**src/rtl/bus_resp_pkg.sv**
```systemverilog
// Shared bus response definitions: response codes, slave FSM states and
// master identifiers. The bus controller decodes the same response codes.
package bus_resp_pkg;

    typedef enum logic [1:0] {
        RESP_OKAY  = 2'b00,
        RESP_ERROR = 2'b01,
        RESP_RETRY = 2'b10,
        RESP_SPLIT = 2'b11
    } resp_e;

    typedef enum logic [2:0] {
        ST_IDLE = 3'd0,
        ST_WAIT = 3'd1,
        ST_DONE = 3'd2,
        ST_R1   = 3'd3,
        ST_R2   = 3'd4
    } slv_state_e;

    typedef enum logic {
        MID_M1 = 1'b0,
        MID_M2 = 1'b1
    } mid_e;

endpackage

```
**src/rtl/slave_mem_array.sv**
```systemverilog
// Word-addressed storage: synchronous write, combinational read, no reset.
module slave_mem_array #(
    parameter int DEPTH  = 16,
    parameter int DATA_W = 8,
    parameter int MAW    = (DEPTH > 1) ? $clog2(DEPTH) : 1
) (
    input  logic              clk,
    input  logic              we_i,
    input  logic [MAW-1:0]    waddr_i,
    input  logic [DATA_W-1:0] wdata_i,
    input  logic [MAW-1:0]    raddr_i,
    output logic [DATA_W-1:0] rdata_o
);

    logic [DATA_W-1:0] mem_q [DEPTH];

    // Write port: one word per enabled edge.
    always_ff @(posedge clk) begin
        if (we_i) begin
            mem_q[waddr_i] <= wdata_i;
        end
    end

    assign rdata_o = mem_q[raddr_i];

endmodule

```
**src/rtl/slave_resp_unit.sv**
```systemverilog
// Bus slave responder: wait-state insertion, OKAY/ERROR/RETRY/SPLIT responses
// and tracking of a single outstanding split transaction.
module slave_resp_unit
    import bus_resp_pkg::*;
#(
    parameter int ADDR_W     = 8,
    parameter int DATA_W     = 8,
    parameter int DEPTH      = 16,
    parameter int SPLIT_BASE = 12,
    parameter int WAIT_CYC   = 1,
    parameter int SPLIT_LAT  = 4
) (
    input  logic              clk,
    input  logic              rst,
    input  logic              sel,
    input  logic              read_write,
    input  logic [ADDR_W-1:0] addr,
    input  logic [DATA_W-1:0] wdata,
    input  logic              master_id,
    output logic              rdyout,
    output logic [1:0]        respout,
    output logic              split,
    output logic              split_mid,
    output logic              split_done,
    output logic [DATA_W-1:0] rdata
);

    localparam int MAW = (DEPTH > 1) ? $clog2(DEPTH) : 1;
    localparam logic [ADDR_W-1:0] DEPTH_A   = ADDR_W'(DEPTH);
    localparam logic [ADDR_W-1:0] SPLIT_A   = ADDR_W'(SPLIT_BASE);
    localparam logic [3:0]        WAIT_INIT = 4'(WAIT_CYC - 1);
    localparam logic [7:0]        LAT_INIT  = 8'(SPLIT_LAT);

    slv_state_e        state_q, state_d;
    logic [MAW-1:0]    addr_q, addr_d;
    logic [DATA_W-1:0] wdata_q, wdata_d;
    logic              rw_q, rw_d;
    resp_e             code_q, code_d;
    logic [3:0]        wcnt_q, wcnt_d;
    logic              reissue_q, reissue_d;
    logic [DATA_W-1:0] rdata_q, rdata_d;

    logic [7:0]        sp_cnt_q, sp_cnt_d;
    logic              sp_pend_q, sp_pend_d;
    logic              sp_ready_q, sp_ready_d;
    logic              sp_mid_q, sp_mid_d;
    logic [ADDR_W-1:0] sp_addr_q, sp_addr_d;
    logic              sp_done_q, sp_done_d;

    logic              rd_load, mem_we, split_start, split_clr;
    logic [MAW-1:0]    rd_addr;
    logic [DATA_W-1:0] mem_rdata;

    // A read issued straight from IDLE (zero wait) must use the live address.
    assign rd_addr = (state_q == ST_IDLE) ? addr[MAW-1:0] : addr_q;

    slave_mem_array #(
        .DEPTH  (DEPTH),
        .DATA_W (DATA_W),
        .MAW    (MAW)
    ) u_mem (
        .clk     (clk),
        .we_i    (mem_we & ~rst),
        .waddr_i (addr_q),
        .wdata_i (wdata_q),
        .raddr_i (rd_addr),
        .rdata_o (mem_rdata)
    );

    // Transfer FSM: accept/decode in IDLE, wait states, two-cycle responses.
    always_comb begin
        state_d     = state_q;
        addr_d      = addr_q;
        wdata_d     = wdata_q;
        rw_d        = rw_q;
        code_d      = code_q;
        wcnt_d      = wcnt_q;
        reissue_d   = reissue_q;
        rd_load     = 1'b0;
        mem_we      = 1'b0;
        split_start = 1'b0;
        split_clr   = 1'b0;
        rdyout      = 1'b1;
        respout     = RESP_OKAY;
        unique case (state_q)
            ST_IDLE: begin
                if (sel) begin
                    addr_d    = addr[MAW-1:0];
                    wdata_d   = wdata;
                    rw_d      = read_write;
                    reissue_d = 1'b0;
                    code_d    = RESP_OKAY;
                    if (addr >= DEPTH_A) begin
                        code_d  = RESP_ERROR;
                        state_d = ST_R1;
                    end else if (sp_pend_q) begin
                        code_d  = RESP_RETRY;
                        state_d = ST_R1;
                    end else if (sp_ready_q && (master_id != sp_mid_q)) begin
                        code_d  = RESP_RETRY;
                        state_d = ST_R1;
                    end else if (sp_ready_q && (addr == sp_addr_q)) begin
                        // Owner re-issues the split transfer: no wait states.
                        reissue_d = 1'b1;
                        state_d   = ST_DONE;
                        rd_load   = ~read_write;
                    end else if (addr >= SPLIT_A) begin
                        code_d      = RESP_SPLIT;
                        state_d     = ST_R1;
                        split_start = 1'b1;
                    end else if (WAIT_CYC == 0) begin
                        state_d = ST_DONE;
                        rd_load = ~read_write;
                    end else begin
                        state_d = ST_WAIT;
                        wcnt_d  = WAIT_INIT;
                    end
                end
            end
            ST_WAIT: begin
                rdyout = 1'b0;
                if (wcnt_q == 4'd0) begin
                    state_d = ST_DONE;
                    rd_load = ~rw_q;
                end else begin
                    wcnt_d = wcnt_q - 4'd1;
                end
            end
            ST_DONE: begin
                mem_we    = rw_q;
                split_clr = reissue_q;
                state_d   = ST_IDLE;
            end
            ST_R1: begin
                rdyout  = 1'b0;
                respout = code_q;
                state_d = ST_R2;
            end
            ST_R2: begin
                respout = code_q;
                state_d = ST_IDLE;
            end
            default: state_d = ST_IDLE;
        endcase
        rdata_d = rd_load ? mem_rdata : rdata_q;
    end

    // Split tracker: free-running countdown, then wait for the owner's re-issue.
    always_comb begin
        sp_cnt_d   = sp_cnt_q;
        sp_pend_d  = sp_pend_q;
        sp_ready_d = sp_ready_q;
        sp_mid_d   = sp_mid_q;
        sp_addr_d  = sp_addr_q;
        sp_done_d  = 1'b0;
        if (sp_pend_q) begin
            sp_cnt_d = sp_cnt_q - 8'd1;
            if (sp_cnt_q == 8'd1) begin
                sp_pend_d  = 1'b0;
                sp_ready_d = 1'b1;
                sp_done_d  = 1'b1;
            end
        end
        if (split_clr) begin
            sp_ready_d = 1'b0;
        end
        if (split_start) begin
            sp_cnt_d   = LAT_INIT;
            sp_pend_d  = 1'b1;
            sp_ready_d = 1'b0;
            sp_mid_d   = master_id;
            sp_addr_d  = addr;
        end
    end

    // State registers with synchronous reset; memory is deliberately not reset.
    always_ff @(posedge clk) begin
        if (rst) begin
            state_q    <= ST_IDLE;
            addr_q     <= '0;
            wdata_q    <= '0;
            rw_q       <= 1'b0;
            code_q     <= RESP_OKAY;
            wcnt_q     <= '0;
            reissue_q  <= 1'b0;
            rdata_q    <= '0;
            sp_cnt_q   <= '0;
            sp_pend_q  <= 1'b0;
            sp_ready_q <= 1'b0;
            sp_mid_q   <= 1'b0;
            sp_addr_q  <= '0;
            sp_done_q  <= 1'b0;
        end else begin
            state_q    <= state_d;
            addr_q     <= addr_d;
            wdata_q    <= wdata_d;
            rw_q       <= rw_d;
            code_q     <= code_d;
            wcnt_q     <= wcnt_d;
            reissue_q  <= reissue_d;
            rdata_q    <= rdata_d;
            sp_cnt_q   <= sp_cnt_d;
            sp_pend_q  <= sp_pend_d;
            sp_ready_q <= sp_ready_d;
            sp_mid_q   <= sp_mid_d;
            sp_addr_q  <= sp_addr_d;
            sp_done_q  <= sp_done_d;
        end
    end

    assign split      = sp_pend_q | sp_ready_q;
    assign split_mid  = sp_mid_q;
    assign split_done = sp_done_q;
    assign rdata      = rdata_q;

endmodule
```
**config.mk**
```make
export PLATFORM = sky130hd
export DESIGN_NAME = slave_resp_unit
export DESIGN_NICKNAME = d
export VERILOG_FILES = /design/src/rtl/bus_resp_pkg.sv /design/src/rtl/slave_mem_array.sv /design/src/rtl/slave_resp_unit.sv
export SDC_FILE = /design/constraint.sdc
export NUM_CORES = 1
export LEC_CHECK = 0
export BUFFER_PORTS_ARGS = -buffer_cell sky130_fd_sc_hd__buf_2
export CAP_MARGIN = 20
export CORE_ASPECT_RATIO = 1.1
export CORE_MARGIN = 3
export CORE_UTILIZATION = 50
export CTS_CLUSTER_SIZE = 8
export DETAILED_ROUTE_END_ITERATION = 8
export HOLD_SLACK_MARGIN = 0.03
export PLACE_DENSITY = 0.67
export SYNTH_ARGS = -nofsm -noshare
export SYNTH_HDL_FRONTEND = slang
export SYNTH_SLANG_ARGS = --single-unit
```
**constraint.sdc**
```tcl
create_clock -name clk -period 3 [get_ports clk]
set_input_delay 0.15 -clock clk [delete_from_list [all_inputs] [get_ports clk]]
set_output_delay 0.15 -clock clk [all_outputs]
set_load 0.005 [all_outputs]
```
==> flow_summary_export.csv <==
group,metric,value,unit
status,status,"complete, no violations",
sta,max_freq,376,MHz
die,pin_count,35,
worst_setup_path,cp_max_fo,10,
sta,setup-tns-final,0,ns
sta,setup_viol,0,
power_and_ir_drop,power_frac_seq,51.6,%
layout,nets,660,
synth,syn_nets,598,
grt,grt_usage,20.6,%
cts,cts_root_buf,"clkbuf_16",
layout,num_antenna_cells,0,
sta,min_period,2.66,ns
synth,ys_types,55,
power_and_ir_drop,clockPowerShare,39.1,%
layout,final_core_util,59.7,%
cts,cts_max_level,4,
die,die_height,135,microns
power_and_ir_drop,vdd_drop_max,0.420,mV
synth,avgSynthCellArea,13.3,sq um
worst_hold_path,hp-class,"in -> reg",
cts,cts_sinks,179,
die,rows,46,
synth,synthFlopType,"edfxtp_1",
detailed_routing,drt_wl_total,16.4,mm
sta,period_share,88.7,%
synth,syn_inst,573,
cts,cts_buffers,17,
sta,fin_skew,0.00833,ns
cts,cts.path.max_buffers,2,
detailed_routing,vias,4761,
die,die_area,16700,sq um
detailed_routing,drtIter0Drc,428,
worst_setup_path,arrival,2.96,ns
detailed_routing,via_per_inst,5.67,
placement,gp_congestion,0.840,
worst_setup_path,startpoint_type,"register",
die,die_x,123,microns
power_and_ir_drop,cellPowerDensity,612,nW/um^2
sta,hold_violations,0,
power_and_ir_drop,netSwitchingPower,1.28,mW
cts,clkTransAtPathRegs,0.07,ns
grt,grt_pass1_wl,25.6,mm
power_and_ir_drop,p_comb_share,9.2,%
worst_setup_path,crit_required,3.30,ns
synth,synth_enable_flop_cells,128,
layout,n_fill_cell,1182,
synth,netlist_area,7590,sq um
placement,io_buffer_count,34,
synth,synth-seq-cells,179,
layout,area_delta_synth_final,14.9,%
sta,final_max_slew_viol_count,0,
synth,synthArstFlopShare,0,%
cts,cts_tree,"yes",
sta,slew_headroom,35.7,%
worst_setup_path,worstSetupEndpointType,"register",
grt,grt_max_degree,43,
placement,dp_hpwl,11.4,mm
cts,cts_resized,0,
die,initial_core_util,51.9,%
sta,rsz0062_at_grt,"no",
power_and_ir_drop,p_leak,3.28,nW
job,drv_cap,0,
grt,grt_overflow,0,
grt,grt_pass1_vias,4747,
die,coreArea,14600,sq um
worst_setup_path,worstSetupPathType,"reg -> reg",
detailed_routing,ant_nets,0,
power_and_ir_drop,internal_power,4.06,mW
synth,yosysWarnings,0,
layout,drive_gt1_share,18.2,%
sta,tightest_slew,0.960,ns
detailed_routing,wl_per_cell,19.5,microns
synth,ys_seq_area_share,64.1,%
detailed_routing,post-route-drc-count,0,
cts,clock_latency,0.43,ns
worst_setup_path,r2r_setup_slack,0.34,ns
power_and_ir_drop,netSwitchingFraction,23.9,%
grt,grt_antenna_before_repair,0,
detailed_routing,drt-pass1-iter-count,5,
registers in the layout, indices dropped and copies added, names as in the netlist:
register / count
state_q: 3
sp_cnt_q: 8
code_q: 2
reissue_q: 1
wcnt_q: 4
sp_ready_q: 1
split_mid: 1
sp_pend_q: 1
rdata: 8
wdata_q: 8
rw_q: 1
split_done: 1
u_mem.mem_q: 128
sp_addr_q: 8
addr_q: 4
path summary, 6_finish.rpt:
path | startpoint | to | cells after the start
hold reg to reg | code_q[1] | code_q[1] | 2
setup / recovery | state_q[1] | rdata[6] | 8
setup reg to reg | state_q[1] | rdata[6] | 8
hold / removal | addr[3] | addr_q[3] | 3
synth_stat cells, types with 3 or more instances:
cell type,n,area [sq um]
mux2i_1,63,631
edfxtp_1,128,3840
a21oi_1,29,145
nor2b_1,6,37.5
or3_1,3,18.8
o22ai_1,22,138
a31oi_1,6,37.5
dfxtp_1,51,1020
buf_1,4,15.0
a211oi_2,4,50.1
buf_2,6,30.0
nand3_1,5,25.0
o21ai_0,5,25.0
xnor2_1,12,105
inv_1,9,33.8
clkbuf_1,14,52.6
nor3_1,15,75.1
ha_1,4,50.1
buf_6,5,56.3
mux4_2,10,225
xor2_1,4,35.0
nor2_1,48,180
a211oi_1,6,45.0
nand2b_1,8,50.1
nand4b_1,3,26.3
nand2_1,50,188
o221a_1,4,45.0
and2_1,9,56.3
and3_1,3,18.8
nand3b_1,3,22.5
or2_2,3,18.8
layout by cell type (no fill, tap or decap), types with 6 or more instances in the layout:
cell type	n
a211oi_1	6
a21oi_1	29
a31oi_1	6
and2_1	9
buf_2	34
buf_4	29
clkbuf_16	17
dfxtp_1	51
dlygate4sd3_1	11
edfxtp_1	128
inv_1	9
mux2i_1	63
mux4_2	10
nand2_1	50
nand2b_1	8
nor2_1	48
nor2b_1	6
nor3_1	15
o22ai_1	22
xnor2_1	12
power by group through the flow:
stage / sequential, mW / combinational, mW / clock [mW]
finish: 2.76 / 0.493 / 2.09
global route: 2.76 / 0.536 / 2.22
CTS: 2.76 / 0.482 / 2.11
detailed placement: 2.81 / 0.468 / 0
global placement: 2.81 / 0.461 / 0
floorplan: 2.77 / 0.363 / 0
metal layers:
metal | part of all wire [%] | routed length, microns | GRT usage (%) | vias up
li1 | - | - | - | 2263
met1 | 44 | 7270 | 26.8 | 2370
met2 | 49 | 8050 | 33.9 | 106
met3 | 4.6 | 759 | 4.97 | 22
met4 | 1.8 | 292 | 7.26 | 0
met5 | 0 | 0 | 0 | -
per-stage QoR:
step	std cells	instance area [sq um]	setup slack (ns)	total power, mW	hold slack (ns)
after floorplan	573	7590	0.861	3.13	0.286
after global placement	793	8030	0.374	3.27	0.401
after detailed placement	793	8030	0.280	3.28	0.403
after CTS	836	8690	0.218	5.35	0.0461
after global routing	840	8720	0.200	5.52	0.0703
final	840	8720	0.339	5.34	0.0686
kinds of logic (layout without fill, tap and decap cells):
group,count (synthesis),in the layout,share of synthesized area (%)
adder cells (fa/ha/maj),4,4,0.659
XOR/XNOR,16,16,1.85
multiplexers,76,76,11.9
buffers and inverters,41,116,2.87
AO/OA/AOI/OAI,91,91,8.19
flip-flops,179,179,64.1
AND/OR/NAND/NOR,166,166,10.5
cell type report:
cell class | instances | area [sq um] | area share, %
multi-input cells | 353 | 2510 | 28.8
clock inverters | 13 | 125 | 1.43
inverters | 9 | 33.8 | 0.387
repair buffers | 75 | 518 | 5.94
flip-flops and latches | 179 | 4860 | 55.8
clock buffers | 19 | 433 | 4.96
well taps | 192 | 240 | 2.75
critical path, stage by stage (launching register included):
cell and delay [ns]:
dfxtp_1 0.49, or3_1 0.43, mux2i_4 0.42, buf_4 0.21, buf_4 0.17, mux2i_1 0.22, o22ai_1 0.14, nor3_1 0.33
a211oi_2 0.12
repair_timing:
item	CTS	global route
hold endpoints to repair	11	0
buffers inserted	0	4
hold buffers	11	0
setup endpoints to repair	0	1
Note: power is estimated with default switching activity, not from simulation.
